## config.mk

```make
export PLATFORM = sky130hd
export DESIGN_NAME = event_serializer
export DESIGN_NICKNAME = d
export VERILOG_FILES = /design/src/rtl/event_pkg.sv /design/src/rtl/event_fifo.sv /design/src/rtl/event_serializer.sv
export SDC_FILE = /design/constraint.sdc
export NUM_CORES = 1
export LEC_CHECK = 0
export ABC_CLOCK_PERIOD_IN_PS = 3400
export CORE_ASPECT_RATIO = 0.8
export CORE_MARGIN = 8
export CORE_UTILIZATION = 55
export DETAILED_ROUTE_END_ITERATION = 12
export PLACE_DENSITY = 0.78
export SETUP_SLACK_MARGIN = 0.3
export SYNTH_ARGS = -nofsm -noshare
export SYNTH_HDL_FRONTEND = slang
export SYNTH_SLANG_ARGS = --single-unit
```

## constraint.sdc

```tcl
create_clock -name clk -period 3.4 [get_ports clk]
set_input_delay 0.68 -clock clk [delete_from_list [all_inputs] [get_ports clk]]
set_output_delay 0.68 -clock clk [all_outputs]
set_load 0.02 [all_outputs]
```

## src/rtl/event_pkg.sv

```systemverilog
// Shared types and constants for the event serializer slice.
package event_pkg;

  localparam int unsigned COORD_W = 2;
  localparam int unsigned EVT_W   = 8;
  localparam int unsigned BEATS   = 4;

  // One filtered event; x lands in the most significant bits.
  typedef struct packed {
    logic [COORD_W-1:0] x;
    logic [COORD_W-1:0] y;
    logic [COORD_W-1:0] t;
    logic [COORD_W-1:0] p;
  } event_t;

  typedef enum logic {IDLE, SEND} state_t;

  typedef logic [1:0] beat_t;

  localparam beat_t LAST_BEAT = beat_t'(BEATS - 1);

  // Field carried on a given beat: x, y, t, p for beats 0..3.
  function automatic logic [COORD_W-1:0] beat_field(input event_t e, input beat_t b);
    logic [COORD_W-1:0] f;
    f = e.x;
    case (b)
      2'd1:    f = e.y;
      2'd2:    f = e.t;
      2'd3:    f = e.p;
      default: f = e.x;
    endcase
    return f;
  endfunction

endpackage

```

## src/rtl/event_fifo.sv

```systemverilog
// Synchronous FIFO; a write into a full FIFO is accepted only alongside a read.
module event_fifo #(
  parameter int unsigned DEPTH = 4,
  parameter int unsigned W     = 8
) (
  input  logic                     clk,
  input  logic                     rst_n,
  input  logic                     wr_en,
  input  logic                     rd_en,
  input  logic [W-1:0]             din,
  output logic [W-1:0]             dout,
  output logic [$clog2(DEPTH):0]   level,
  output logic                     full,
  output logic                     empty
);

  localparam int unsigned AW = $clog2(DEPTH);
  localparam int unsigned LW = AW + 1;

  logic [W-1:0]  mem [DEPTH];
  logic [AW-1:0] wr_ptr;
  logic [AW-1:0] rd_ptr;
  logic          wr_ok;
  logic          rd_ok;

  assign full  = (level == LW'(DEPTH));
  assign empty = (level == '0);
  assign rd_ok = rd_en && !empty;
  assign wr_ok = wr_en && (!full || rd_ok);
  assign dout  = mem[rd_ptr];

  // Storage array; contents need no reset since level gates every read.
  always_ff @(posedge clk) begin
    if (wr_ok) mem[wr_ptr] <= din;
  end

  // Pointers wrap naturally because DEPTH is a power of two.
  always_ff @(posedge clk or negedge rst_n) begin
    if (!rst_n) begin
      wr_ptr <= '0;
      rd_ptr <= '0;
      level  <= '0;
    end else begin
      if (wr_ok) wr_ptr <= wr_ptr + AW'(1);
      if (rd_ok) rd_ptr <= rd_ptr + AW'(1);
      case ({wr_ok, rd_ok})
        2'b10:   level <= level + LW'(1);
        2'b01:   level <= level - LW'(1);
        default: level <= level;
      endcase
    end
  end

endmodule

```

## src/rtl/event_serializer.sv

```systemverilog
// Buffers filtered events and streams each as four 2-bit beats with framing.
module event_serializer
  import event_pkg::*;
#(
  parameter int unsigned DEPTH  = 4,
  parameter int unsigned DROP_W = 8
) (
  input  logic                    clk,
  input  logic                    rst_n,
  input  logic                    in_valid,
  input  logic [1:0]              x_in,
  input  logic [1:0]              y_in,
  input  logic [1:0]              t_in,
  input  logic [1:0]              p_in,
  input  logic                    clr_stats,
  input  logic                    out_ready,
  output logic                    out_valid,
  output logic [1:0]              out_data,
  output logic                    out_sof,
  output logic                    out_eof,
  output logic [$clog2(DEPTH):0]  fifo_level,
  output logic [DROP_W-1:0]       drop_count,
  output logic                    overflow
);

  state_t     state_q, state_d;
  beat_t      beat_q, beat_d;
  event_t     evt_q, evt_d;
  event_t     in_evt;
  event_t     fifo_dout;
  logic       fifo_full;
  logic       fifo_empty;
  logic       frame_done;
  logic       pop;
  logic       wr_en;
  logic       drop;
  logic       load;
  logic       valid_d;
  logic [1:0] data_d;
  logic       sof_d;
  logic       eof_d;

  assign in_evt     = {x_in, y_in, t_in, p_in};
  assign frame_done = (state_q == SEND) && out_ready && (beat_q == LAST_BEAT);
  assign pop        = !fifo_empty && ((state_q == IDLE) || frame_done);
  assign wr_en      = in_valid && (!fifo_full || pop);
  assign drop       = in_valid && fifo_full && !pop;

  event_fifo #(
    .DEPTH (DEPTH),
    .W     (EVT_W)
  ) u_fifo (
    .clk   (clk),
    .rst_n (rst_n),
    .wr_en (wr_en),
    .rd_en (pop),
    .din   (in_evt),
    .dout  (fifo_dout),
    .level (fifo_level),
    .full  (fifo_full),
    .empty (fifo_empty)
  );

  // Next state, beat counter, shift register and output values.
  always_comb begin
    state_d = state_q;
    beat_d  = beat_q;
    evt_d   = evt_q;
    valid_d = out_valid;
    data_d  = out_data;
    sof_d   = out_sof;
    eof_d   = out_eof;
    load    = 1'b0;
    case (state_q)
      IDLE: begin
        if (pop) load = 1'b1;
      end
      SEND: begin
        if (out_ready) begin
          if (beat_q != LAST_BEAT) begin
            beat_d = beat_t'(beat_q + 2'd1);
            data_d = beat_field(evt_q, beat_d);
            sof_d  = 1'b0;
            eof_d  = (beat_d == LAST_BEAT);
          end else if (pop) begin
            load = 1'b1;
          end else begin
            state_d = IDLE;
            valid_d = 1'b0;
            data_d  = '0;
            sof_d   = 1'b0;
            eof_d   = 1'b0;
          end
        end
      end
      default: state_d = IDLE;
    endcase
    if (load) begin
      state_d = SEND;
      evt_d   = fifo_dout;
      beat_d  = '0;
      valid_d = 1'b1;
      data_d  = beat_field(fifo_dout, '0);
      sof_d   = 1'b1;
      eof_d   = 1'b0;
    end
  end

  // FSM, shift register and registered output bus.
  always_ff @(posedge clk or negedge rst_n) begin
    if (!rst_n) begin
      state_q   <= IDLE;
      beat_q    <= '0;
      evt_q     <= '0;
      out_valid <= 1'b0;
      out_data  <= '0;
      out_sof   <= 1'b0;
      out_eof   <= 1'b0;
    end else begin
      state_q   <= state_d;
      beat_q    <= beat_d;
      evt_q     <= evt_d;
      out_valid <= valid_d;
      out_data  <= data_d;
      out_sof   <= sof_d;
      out_eof   <= eof_d;
    end
  end

  // Saturating drop counter and sticky overflow; a same-cycle drop wins over clear.
  always_ff @(posedge clk or negedge rst_n) begin
    if (!rst_n) begin
      drop_count <= '0;
      overflow   <= 1'b0;
    end else if (clr_stats) begin
      drop_count <= drop ? DROP_W'(1) : '0;
      overflow   <= drop;
    end else if (drop) begin
      if (drop_count != '1) drop_count <= drop_count + DROP_W'(1);
      overflow <= 1'b1;
    end
  end

endmodule

```

==> run metrics, run 1 <==
routability cong.=~0.8; most frequent cells in the layout=32 x dfrtp_1, 32 x edfxtp_1, 31 x nand2_1; Cell Area, Synth=2840 sq um; PortBufs=29; Flop pwr share=a little under half; NetSw=0.000869 W; Mapped Avg Cell Area=13.4 sq um; initial antenna violation count=0; site row count=23; status=finished clean; Peak VDD IR=0.439 mV; critical path peak fanout=8; post-CTS setup buffers=0; Hold Path Class=flop to flop; RSZ-0062 raised after global routing=false; switching portion of total power=32.6%; Ys Warns=0; final WL=roughly 5.1 mm; CP Class=primary input to flop; number of I/O pins=30; routed wl met2=2.35 mm; total negative slack=0 ps; Final ANT Viol Nets=0; Max-slew headroom=61.7%; DP HPWL=3.54 mm; Hold Fails Final Rpt=0; CTS tree=yes; fin cells=316; fin crit share=79.8%; first-pass GRT wire length=roughly 8.4 mm; Comb pwr share=30.6%; cell area power density=787 nW/um^2; Max Fclk=0.369 GHz; max-slew violations=0; Final Critical Period=around 2700 ps; Leak=1.37 nW; Pint=between 0.0015 and 0.002 W; Multi-input gate area=995 sq um; Die Wd=96.3 um; total grt overflow=0; Hold WS=roughly 480 ps; Setup Skew=6.95 ps; FF+latch count, synth=64; Layout fillers=370; die area=7730 sq um; drt pass-1 iters=4; EDFF count, synth=32; met1 wire length=about 2.4 mm; Clk pwr share=between 20% and 30%; kind of end point of the critical path=flop; Distinct cells, synth=40; clk_lat worst skew=between 300 and 400 ps; core area=4980 sq um; vias per cell=5.48; clock sinks=64; Post-synth ARST share=50.0%; Root Buffer=clkbuf_8; endpoints failing setup=0; share of layout cells above drive strength 1=between 10% and 20%; Total Nets Final=274; antenna cells=0; Placed Cells=300; Worst Setup Start Kind=primary input; Tot GR Track Use=14.6%; vias in the first global route=1,728; Top Metal Used=met4; clk slew on worst S/H paths=60 ps; Seq/Total Area, Yosys=62.1%; Die Y=80.2 um; Num CTS Buffers=9; WP data required=between 3000 and 4000 ps; drt drc=0; H-tree depth=3; Area growth syn-to-layout=19.5%; number of max-cap violations=0; drt initial violations=90; clock buffer depth=2; WP data arrival=2960 ps; met3 WL post-DR=261 um; DR vias=between 1.5k and 2k; routed len/inst=16.1 um; CTS Hold Buffers Added=0; post-cts resize count=0; largest net degree at the start of global routing=33; most common flop cell mapped by yosys=edfxtp_1; Slew @ Worst Pin=574 ps; Syn Nets=237; Storage cell area=approximately 1800 sq um; Post-Syn Instances=approximately 210; Starting Density=57.0%
routing by layer:
metal  vias up  track usage (%)
met5         -                0
met4         0             4.52
met3         6             6.52
met2        38             21.5
met1       845             19.0
li1        842                -
metrics by stage:
step / power [W] / setup slack (ps) / util [%] / instance area [sq um]
after floorplan: 0.00177 / 1110 / - / 2840
after global placement: 0.00203 / 454 / 64.1 / 3190
after detailed placement: 0.00205 / 341 / 64.1 / 3190
after CTS: 0.00270 / 694 / 68.1 / 3390
after global routing: 0.00285 / 515 / 68.1 / 3390
final: 0.00267 / 688 / 68.1 / 3390
layout make-up:
class | count | area share (%)
well taps | 62 | 2.29
clock inverters | 5 | 1.66
repair buffers | 32 | 9.23
multi-input cells | 130 | 29.3
flip-flops and latches | 64 | 52.0
inverters | 12 | 1.33
clock buffers | 11 | 4.17
Yosys cell counts (2+ instances only):
library cell  number  share of area, %
and2_1             3              0.66
nand2b_1           2              0.44
or4_1              3              0.79
nor4_1             2              0.44
mux4_2             8               6.4
o31ai_1            3              0.79
a21o_1             2              0.53
clkbuf_1           3              0.40
nor2b_1            3              0.66
a221o_1            2              0.71
xnor2_1            5               1.5
nand3_1            7               1.2
nor2_1             7              0.93
and3_1             4              0.88
inv_1             11               1.5
a222oi_1           2              0.71
ha_1              11               4.9
dfrtp_1           32                28
edfxtp_1          32                34
xor2_1             2              0.62
a21oi_1            8               1.4
o21ai_0            8               1.4
nand2_1           31               4.1
mux2_2             3               1.2
a22o_1             2              0.62
or3_1              2              0.44
sequential cells by signal (all words and copies together), names as in the netlist:
register and count:
state_q 1, u_fifo.mem 32, u_fifo.level 3, out_data 2
u_fifo.wr_ptr 2, overflow 1, u_fifo.rd_ptr 2, out_eof 1
drop_count 8, beat_q 2, out_valid 1, evt_q 8
out_sof 1
worst paths after layout:
check                      startpoint         endpoint  slack [ps]  cells past startpoint
setup / recovery            out_ready  u_fifo.level[2]         690                     11
hold reg to reg              evt_q[4]         evt_q[4]         480                      2
hold / removal               evt_q[4]         evt_q[4]         480                      2
min in group asynchronous       rst_n         evt_q[1]         740                      2
setup reg to reg            beat_q[0]  u_fifo.level[2]         880                     11
max in group asynchronous       rst_n        out_valid        2360                      2
worst max-delay path, stage by stage:
cell	delay (ps)
clkdlybuf4s50_1	560
a21boi_4	240
nand3_1	150
and2_1	240
inv_1	60
ha_1	160
inv_1	60
fa_1	380
xor2_1	150
nor2_1	120
xor2_1	170
power by group through the flow:
| stage | registers, W | clock network, W | logic, W |
|---|---|---|---|
| 2_1_floorplan | 0.00121 | 0 | 0.000555 |
| 3_3_place_gp | 0.00123 | 0 | 0.000800 |
| 3_5_place_dp | 0.00123 | 0 | 0.000819 |
| 4_1_cts | 0.00122 | 0.000653 | 0.000827 |
| 5_1_grt | 0.00125 | 0.000688 | 0.000911 |
| 6_report | 0.00122 | 0.000638 | 0.000815 |
cell families (layout without fill, tap and decap cells):
kind of cell / Yosys count / after routing / share of synthesized area, %
flops: 64 / 64 / 62.1
mux: 12 / 12 / 7.90
buf+inv: 18 / 60 / 2.82
compound gates: 29 / 29 / 7.15
xor+xnor: 7 / 7 / 2.16
simple gates: 70 / 70 / 12.3
fa+ha+maj: 12 / 12 / 5.56
Note: power is estimated with default switching activity, not from simulation.
==> inputs of run 2 (changes only) <==
ABC_CLOCK_PERIOD_IN_PS = 2660   (was 3400)
clock period = 2.66 ns   (was 3.4 ns; I/O delays follow)
==> run 2 against run 1 <==
Clock power up 60%. Core utilization up 2.7 points. Sequential power up 26%. Final cell count up 2.8%. Largest cell class unchanged. Largest power group unchanged.
==> run metrics, run 2 (synthesis results as in run 1) <==
H-tree depth=3 (unchanged); CP Class=flop to flop (was primary input to flop); DP HPWL=3.70 mm (was 3.54 mm); Multi-input gate area=1010 sq um (was 995 sq um); clk_lat worst skew=330 ps (about the same); Placed Cells=307 (was 300); antenna cells=0 (unchanged); routability cong.=0.762 (was 0.794); Die Wd=96.3 um (unchanged); Layout fillers=364 (was 370); GR Util met1=19.0% (about the same); endpoints failing setup=0 (unchanged); drt pass-1 iters=4 (unchanged); Area growth syn-to-layout=24.3% (was 19.5%); most frequent cells in the layout=32 x dfrtp_1, 32 x edfxtp_1, 31 x nand2_1 (unchanged); largest net degree at the start of global routing=33 (unchanged); Root Buffer=clkbuf_8 (unchanged); drt drc=0 (unchanged); Storage cell area=1760 sq um (unchanged); vias in the first global route=1,865 (was 1,728); die area=7730 sq um (unchanged); CTS Hold Buffers Added=0 (unchanged); Final ANT Viol Nets=0 (unchanged); cell area power density=1050 nW/um^2 (was 787 nW/um^2); Final Critical Period=2200 ps; vias per cell=5.51 (was 5.48); Max Fclk=~0.45 GHz; Setup Skew=7.72 ps (was 6.95 ps); Total Nets Final=283 (was 274); Hold Path Class=flop to flop (unchanged); biggest regs=u_fifo.mem x32, drop_count x8, evt_q x8 (unchanged); core area=4980 sq um (unchanged); Peak VDD IR=0.624 mV (was 0.439 mV); total grt overflow=0 (unchanged); CTS tree=yes (unchanged); Tot Pwr=0.00371 W (was 0.00267 W); Num CTS Buffers=9 (unchanged); initial antenna violation count=0 (unchanged); Worst Setup Start Kind=flop (was primary input); status=finished clean (unchanged); Hold Fails Final Rpt=0 (unchanged); WP data required=2920 ps (was 3650 ps); fin cells=325 (was 316); Max-slew headroom=71.0% (was 61.7%); Tot GR Track Use=15.6% (was 14.6%); clock sinks=64 (unchanged); Die Y=80.2 um (unchanged); clk slew on worst S/H paths=70 ps (was 60 ps); critical path peak fanout=4 (was 8); fin crit share=82.7%; final WL=5.34 mm (was 5.09 mm); Leak=1.45 nW (was 1.37 nW); clock buffer depth=2 (unchanged); WP data arrival=2460 ps (was 2960 ps); GRT busiest layer=met2 (unchanged); total negative slack=0 ps (unchanged); kind of end point of the critical path=flop (unchanged); Starting Density=57.0% (unchanged); share of layout cells above drive strength 1=17.1% (was 13.0%); Slew @ Worst Pin=435 ps (was 574 ps); number of max-cap violations=0 (unchanged); first-pass GRT wire length=9.06 mm (was 8.43 mm); max-slew violations=0 (unchanged); RSZ-0062 raised after global routing=false (unchanged); number of I/O pins=30 (unchanged); PortBufs=29 (unchanged); DR vias=1,790 (was 1,731); number of flip-flops under the largest register name=32 (unchanged); Top reg by flops=u_fifo.mem (unchanged); site row count=23 (unchanged); drt initial violations=105 (was 90); met3 usage=5.03% (was 6.52%); routed len/inst=16.4 um (was 16.1 um); M2 GR Usage=24.8% (was 21.5%)
==> run 2: path summary, 6_finish.rpt <==
path | start | end | slack [ps] | cells past startpoint
worst max-delay path | beat_q[1] | u_fifo.level[2] | 460 | 11
worst min-delay path | evt_q[3] | evt_q[3] | 490 | 2
worst max register to register | beat_q[1] | u_fifo.level[2] | 460 | 11
max in group asynchronous | rst_n | out_valid | 1770 | 2
min in group asynchronous | rst_n | evt_q[7] | 600 | 2
worst min register to register | evt_q[3] | evt_q[3] | 490 | 2
==> run 2: critical path, stage by stage (launching register included) <==
cell and delay, ps:
dfrtp_1 420, ha_4 200, a21boi_4 160, nand3_1 120, and2_1 200, inv_1 50, ha_1 170, inv_1 70
fa_2 340, xor2_1 150, nor2_1 110, xor2_1 140
==> run 2: per-stage QoR <==
stage                     hold WS (ps)  area [sq um]  util [%]  worst slack [ps]
after floorplan                    236          2840         -               366
after global placement             459          3240      65.2              91.1
after detailed placement           470          3240      65.2              6.64
after CTS                          487          3500      70.4               306
after global routing               512          3530      70.8               331
final                              490          3530      70.8               460
==> run 2: power breakdown <==
group / internal (W) / switching, W
sequential: 0.00133 / 0.000209
combinational: 0.000579 / 0.000579
clock: 0.000633 / 0.000382
==> run 2: timing repair <==
| item | 4_1_cts | 5_1_grt |
|---|---|---|
| setup endpoints to repair | 1 | 1 |
| resized for setup | 1 | 3 |
| pin swaps | 0 | 1 |
| setup buffers | 1 | 1 |
==> run 2: cell type report <==
cell class              count  area share (%)
repair buffers             41            10.9
inverters                  12            1.28
clock buffers               9            3.51
clock inverters             7            3.55
well taps                  62            2.20
flip-flops and latches     64            50.0
multi-input cells         130            28.6
==> run 2: per-layer routing <==
metal  routed length (um)  vias to the layer above
met5                    0                        -
met2                 2670                       39
li1                     -                      867
met3                  232                        8
met1                 2350                      876
met4                   91                        0
